### config.mk
export PLATFORM = sky130hd
export DESIGN_NAME = serial_tx_arbiter
export DESIGN_NICKNAME = d
export VERILOG_FILES = /design/src/rtl/serial_tx_arbiter.sv
export SDC_FILE = /design/constraint.sdc
export NUM_CORES = 1
export LEC_CHECK = 0
export CAP_MARGIN = 0
export CORE_ASPECT_RATIO = 1.5
export CORE_MARGIN = 5
export CORE_UTILIZATION = 40
export CTS_CLUSTER_SIZE = 8
export DETAILED_ROUTE_END_ITERATION = 16
export HOLD_SLACK_MARGIN = 0.02
export PLACE_DENSITY_LB_ADDON = 0.08
export SYNTH_ARGS = -nofsm -noshare
export SYNTH_HDL_FRONTEND = slang
export SYNTH_SLANG_ARGS = --single-unit
### constraint.sdc
create_clock -name clk_i -period 3 [get_ports clk_i]
set_input_delay 0.6 -clock clk_i [delete_from_list [all_inputs] [get_ports clk_i]]
set_output_delay 0.6 -clock clk_i [all_outputs]
set_load 0.01 [all_outputs]
### src/rtl/serial_tx_arbiter.sv
// serial_tx_arbiter: round-robin arbiter sharing one serial frame transmitter
// between NUM_MASTERS requesters, with split-transaction masking and resume
// priority. Optional compile-time feature: ARB_WATCHDOG_EN (WAIT_DONE watchdog).
// bus_pkg carries the frame type shared with the serializer.

package bus_pkg;
  typedef enum logic [1:0] {
    CMD_READ           = 2'd0,
    CMD_WRITE          = 2'd1,
    CMD_SPLIT_START    = 2'd2,
    CMD_SPLIT_CONTINUE = 2'd3
  } cmd_t;

  typedef struct packed {
    cmd_t        cmd;
    logic [13:0] addr;
    logic [7:0]  data;
  } serial_frame_t;
endpackage

module serial_tx_arbiter
  import bus_pkg::*;
#(
  parameter int NUM_MASTERS = 4,
  parameter int IDX_W       = $clog2(NUM_MASTERS),
  parameter int WDOG_CYCLES = 1024
) (
  input  logic                                clk_i,
  input  logic                                rst_i,
  input  logic          [NUM_MASTERS-1:0]     req_i,
  input  serial_frame_t [NUM_MASTERS-1:0]     frame_i,
  output logic          [NUM_MASTERS-1:0]     gnt_o,
  output logic          [NUM_MASTERS-1:0]     ack_o,
  output logic                                ser_valid_o,
  output serial_frame_t                       ser_frame_o,
  input  logic                                ser_ready_i,
  input  logic                                ser_done_i,
  input  logic                                split_resume_i,
  input  logic          [IDX_W-1:0]           split_id_i,
  output logic          [NUM_MASTERS-1:0]     split_pending_o,
  output logic                                busy_o,
  output logic                                timeout_o
);

  typedef enum logic [1:0] {IDLE, SEND, WAIT_DONE} state_t;

  state_t                  state_reg, state_next;
  logic [NUM_MASTERS-1:0]  gnt_reg;
  logic [NUM_MASTERS-1:0]  ack_reg;
  serial_frame_t           frame_reg;
  logic [IDX_W-1:0]        ptr_reg;
  logic [NUM_MASTERS-1:0]  pending_reg, pending_next;
  logic [NUM_MASTERS-1:0]  resume_reg, resume_next;

  logic [NUM_MASTERS-1:0]  eligible;
  logic [NUM_MASTERS-1:0]  resume_hit;
  logic                    win_found;
  logic [IDX_W-1:0]        win_idx;
  logic [NUM_MASTERS-1:0]  win_onehot;
  logic                    wdog_expire;

  // Map any non-negative integer onto a master index, wrapping modulo NUM_MASTERS.
  function automatic logic [IDX_W-1:0] wrap_idx(input int v);
    return IDX_W'(v % NUM_MASTERS);
  endfunction

  // Winner selection: resumed split masters first (lowest index), else round robin from the pointer.
  always_comb begin
    eligible   = req_i & ~pending_reg;
    resume_hit = eligible & resume_reg;
    win_found  = 1'b0;
    win_idx    = '0;
    if (|resume_hit) begin
      win_found = 1'b1;
      for (int i = NUM_MASTERS - 1; i >= 0; i--) begin
        if (resume_hit[i]) win_idx = IDX_W'(i);
      end
    end else begin
      for (int k = 0; k < NUM_MASTERS; k++) begin
        if (!win_found && eligible[wrap_idx(int'(ptr_reg) + k)]) begin
          win_found = 1'b1;
          win_idx   = wrap_idx(int'(ptr_reg) + k);
        end
      end
    end
    win_onehot = NUM_MASTERS'(1) << win_idx;
  end

  // State register.
  always_ff @(posedge clk_i) begin
    if (rst_i) state_reg <= IDLE;
    else       state_reg <= state_next;
  end

  // Next-state logic; a watchdog expiry only ever fires without ser_done_i.
  always_comb begin
    state_next = state_reg;
    case (state_reg)
      IDLE:      if (win_found) state_next = SEND;
      SEND:      if (ser_ready_i) state_next = WAIT_DONE;
      WAIT_DONE: if (ser_done_i || wdog_expire) state_next = IDLE;
      default:   state_next = IDLE;
    endcase
  end

  // Outputs decoded from the state register and datapath registers.
  always_comb begin
    ser_valid_o     = (state_reg == SEND);
    busy_o          = (state_reg != IDLE);
    gnt_o           = gnt_reg;
    ack_o           = ack_reg;
    ser_frame_o     = frame_reg;
    split_pending_o = pending_reg;
  end

  // Split bookkeeping: resume only acts on a bit that is already pending, so a
  // same-cycle SPLIT_START handshake for that id leaves it pending.
  always_comb begin
    pending_next = pending_reg;
    resume_next  = resume_reg;
    if (split_resume_i && (int'(split_id_i) < NUM_MASTERS) && pending_reg[split_id_i]) begin
      pending_next[split_id_i] = 1'b0;
      resume_next[split_id_i]  = 1'b1;
    end
    if (state_reg == IDLE && win_found) begin
      resume_next[win_idx] = 1'b0;
    end
    if (state_reg == SEND && ser_ready_i && frame_reg.cmd == CMD_SPLIT_START) begin
      pending_next = pending_next | gnt_reg;
    end
    if (wdog_expire && frame_reg.cmd == CMD_SPLIT_START) begin
      pending_next = pending_next & ~gnt_reg;
    end
  end

  // Grant, frame latch, pointer, ack pulse and split flags.
  always_ff @(posedge clk_i) begin
    if (rst_i) begin
      gnt_reg     <= '0;
      ack_reg     <= '0;
      frame_reg   <= '0;
      ptr_reg     <= '0;
      pending_reg <= '0;
      resume_reg  <= '0;
    end else begin
      ack_reg     <= '0;
      pending_reg <= pending_next;
      resume_reg  <= resume_next;
      case (state_reg)
        IDLE: begin
          if (win_found) begin
            gnt_reg   <= win_onehot;
            frame_reg <= frame_i[win_idx];
            ptr_reg   <= wrap_idx(int'(win_idx) + 1);
          end
        end
        WAIT_DONE: begin
          if (ser_done_i) begin
            ack_reg <= gnt_reg;
            gnt_reg <= '0;
          end else if (wdog_expire) begin
            gnt_reg <= '0;
          end
        end
        default: ;
      endcase
    end
  end

`ifdef ARB_WATCHDOG_EN
  localparam int WDOG_W = $clog2(WDOG_CYCLES) + 1;

  logic [WDOG_W-1:0] wdog_cnt_reg;
  logic              timeout_reg;

  // Counts cycles spent in WAIT_DONE; zero on the entry cycle.
  always_ff @(posedge clk_i) begin
    if (rst_i || state_reg != WAIT_DONE) wdog_cnt_reg <= '0;
    else                                 wdog_cnt_reg <= wdog_cnt_reg + 1'b1;
  end

  assign wdog_expire = (state_reg == WAIT_DONE) && !ser_done_i &&
                       (wdog_cnt_reg == WDOG_W'(WDOG_CYCLES - 1));

  // One-cycle abort pulse following the expiry cycle.
  always_ff @(posedge clk_i) begin
    if (rst_i) timeout_reg <= 1'b0;
    else       timeout_reg <= wdog_expire;
  end

  assign timeout_o = timeout_reg;
`else
  assign wdog_expire = 1'b0;
  // Constant low; WDOG_CYCLES only matters when the watchdog is built in.
  assign timeout_o   = (WDOG_CYCLES < 0);
`endif

endmodule

==> run summary <==
==========================================================================================
Number of search-and-repair iterations in the first detailed-routing pass ...            4
Post-synth net total ........................................................          450
Floorplan core area .........................................................  0.00751 mm2
Number of standard-cell rows in the floorplan ...............................           39
Required arrival time at the worst endpoint .................................      3.21 ns
Leading cell types by total area after synthesis ............................ dfxtp_1 (29%), mux2i_1 (8.2%), o211ai_2 (8.2%)
Floorplan die height ........................................................       117 um
Total Power Consumption .....................................................      2.36 mW
Via count of the first global-routing pass ..................................         3333
Nature of the critical path endpoint ........................................     register
Area of the multi-input gates ...............................................  0.00200 mm2
Post-detailed-route count of antenna-violating nets .........................            0
Worst clock skew ............................................................   0.00474 ns
GRT Util Overall ............................................................        21.3%
Peak clock frequency supported by timing ....................................    0.354 GHz
Number of pins with negative max-slew slack in the final report .............            0
Crit path max-delay cell type ...............................................     a211oi_2
Die Area ....................................................................  0.00949 mm2
Worst slack at placement ....................................................    -0.167 ns
I/O pin count ...............................................................          146
Post-Synthesis Cells ........................................................          343
Starting density of the core ................................................        40.5%
Final-report hold violation count ...........................................            0
Number of hold buffers added after cts ......................................            0
Proportion of layout cells with a drive suffix above 1 ......................        11.5%
Layout Nets .................................................................          585
Headroom to the max-slew limit ..............................................        27.4%
Number of antenna violations at the first check in global routing ...........            0
Slew of the pin with the lowest slew margin .................................      1.09 ns
Final routed DRC violation total ............................................            0
CTS Root Cell ...............................................................    clkbuf_16
Synth top area share ........................................................        28.9%
Final estimated routing congestion in global placement ......................        0.842
Violation count after the first detailed-route iteration ....................          122
Clock edge transition at the registers on the reported setup and hold paths .      0.07 ns
Clock buffer count from CTS .................................................            5
Number of diodes added for antenna fixing ...................................            0
Startpoint class of the critical path .......................................    input pin
Area added between synthesis and finish .....................................        58.8%
Number of warnings printed during yosys synthesis ...........................            0
Worst voltage drop across the vdd grid ......................................     0.299 mV
Crit path max fanout ........................................................           12
Port Buffer Count ...........................................................          144
Most used DFF post-synth ....................................................      dfxtp_1
CTS tree ....................................................................         done
Area of placed instances ....................................................  0.00465 mm2
Wire length of the first global-routing pass ................................     15900 um
Final HPWL DP ...............................................................      7530 um
Setup-failing EPs final .....................................................            0
Post-synthesis sequential element count .....................................           44
Clock tree buffer depth .....................................................            2
Async set-reset flop share out of synthesis .................................           0%
Worst min-delay path class ..................................................      reg2reg
RSZ-0062 raised after global routing ........................................           no
Detailed-route wire length per cell .........................................      17.5 um
Minimum setup slack in the final design .....................................     0.175 ns
Number of enable flip-flop cells after synthesis ............................            0
Status ...................................................................... complete, no violations
Die X-Extent ................................................................      81.2 um
GRT Residual Overflow .......................................................            0
Clock latency on the worst-skew pair ........................................      0.29 ns
Resized Gates After CTS .....................................................            0
Cell variety after synth ....................................................           53
Fraction of the cycle the final worst path needs ............................        94.2%
Cell area power density .....................................................   487 mW/mm2
Post-route core utilization .................................................        64.3%
Flip-flop count of the largest register, all copies and words added .........           24
Fill count ..................................................................          692
Post-CTS repair timing setup buffer count ...................................            0
Clock period minus final worst setup slack ..................................      2.83 ns
Data arrival, critical path .................................................      3.03 ns
Sequential element share of the synthesized area ............................        28.9%
Seq. cell area ..............................................................      881 um2
Critical setup path kind ....................................................       in2reg
Largest net degree at the start of global routing ...........................           51
Count of vias placed by the detailed router .................................         3259
Total standard cell area after synthesis ....................................  0.00304 mm2
Synth area leader ...........................................................      dfxtp_1
Largest stage delay on the critical path ....................................      0.91 ns
Setup TNS ...................................................................         0 ns
Clock sinks .................................................................           44
Max-cap violations ..........................................................            0
Leakage Power ...............................................................      1.97 nW
Average vias per placed instance ............................................         5.61
Total routed wirelength .....................................................     10200 um
Ordered cell list for the critical path ..................................... clkdlybuf4s50_1, nor2b_1, a21boi_1, o211ai_1, a211oi_2, o31ai_1, o211ai_1
Crit-path most repeated cell ................................................     o211ai_1
Post-route cell area ........................................................  0.00483 mm2
H-tree depth ................................................................            2
Post-Syn Area per Cell ......................................................     8.87 um2
==========================================================================================
==> cells in the mapped netlist (3+ instances only) <==
cell type,count
nand2_1,32
mux2i_1,25
nor2_1,12
and2_1,5
a22o_1,24
nor2b_1,4
o211ai_2,20
nand2b_1,5
o31ai_1,24
clkbuf_1,17
buf_6,3
a31oi_1,3
and3_1,24
nand3b_1,3
dfxtp_1,44
nor3b_1,24
buf_2,7
inv_1,6
o211ai_1,5
a21oi_1,9
nand4_1,3
a211oi_1,3
==> layout by cell type, fill, tap and decap left out, types with 3 or more instances in the layout <==
cell type        Yosys  final
a22o_1              24     24
inv_1                6      6
o211ai_2            20     20
nor3b_1             24     24
o211ai_1             5      5
nor2b_1              4      4
mux2i_1             25     25
a21oi_1              9      9
nand2b_1             5      5
and3_1              24     24
and2_1               5      4
buf_12               0      6
a211oi_1             3      3
dfxtp_1             44     44
buf_4                2      9
a31oi_1              3      3
nand2_1             32     32
nor2_1              12     11
o31ai_1             24     24
clkbuf_16            0      5
clkdlybuf4s50_1      0    144
nand4_1              3      3
nand3b_1             3      3
==> routing by layer <==
metal	wire, um	global-route usage, %
met3	718	5.05
met4	174	7.33
met2	5530	40.3
met5	0	0
met1	3760	22.8
==> critical path, delay by kind of cell <==
kind | cells | cell delay [ns]
AND/OR/NAND/NOR | 1 | 0.20
AO/OA/AOI/OAI | 5 | 1.77
buffers and inverters | 1 | 0.46
==> cell families after synthesis <==
family | count (synthesis) | synth area share, %
AND/OR/NAND/NOR | 123 | 23.4
XOR/XNOR | 1 | 0.288
buffers and inverters | 38 | 6.74
multiplexers | 25 | 8.22
flip-flops | 44 | 28.9
other | 1 | 0.123
AO/OA/AOI/OAI | 111 | 32.2
==> cell type report <==
type / count / share of cell area (%)
multi-input combinational: 262 / 41.4
timing repair buffer: 159 / 33.7
sequential: 44 / 18.2
tap: 102 / 2.64
clock buffer: 5 / 2.59
clock inverter: 3 / 0.984
inverter: 6 / 0.466
==> metrics by stage <==
| step | hold slack (ns) | instances |
|---|---|---|
| 2_1_floorplan | 0.461 | 343 |
| 3_3_place_gp | 0.453 | 572 |
| 3_5_place_dp | 0.463 | 572 |
| 4_1_cts | 0.479 | 580 |
| 5_1_grt | 0.504 | 581 |
| 6_report | 0.474 | 581 |
==> report_power, final <==
group | switching (mW) | internal (mW)
Combinational | 0.445 | 0.535
Sequential | 0.0652 | 0.670
Clock | 0.243 | 0.396
==> worst paths after layout <==
kind	slack (ns)	end	from	cells after the start
max reg2reg	0.56	ser_frame_o[21]	split_pending_o[2]	6
min reg2reg	0.47	ser_frame_o[15]	ser_frame_o[15]	2
min	0.47	ser_frame_o[15]	ser_frame_o[15]	2
max	0.17	ser_frame_o[21]	req_i[3]	7
Note: power is estimated with default switching activity, not from simulation.
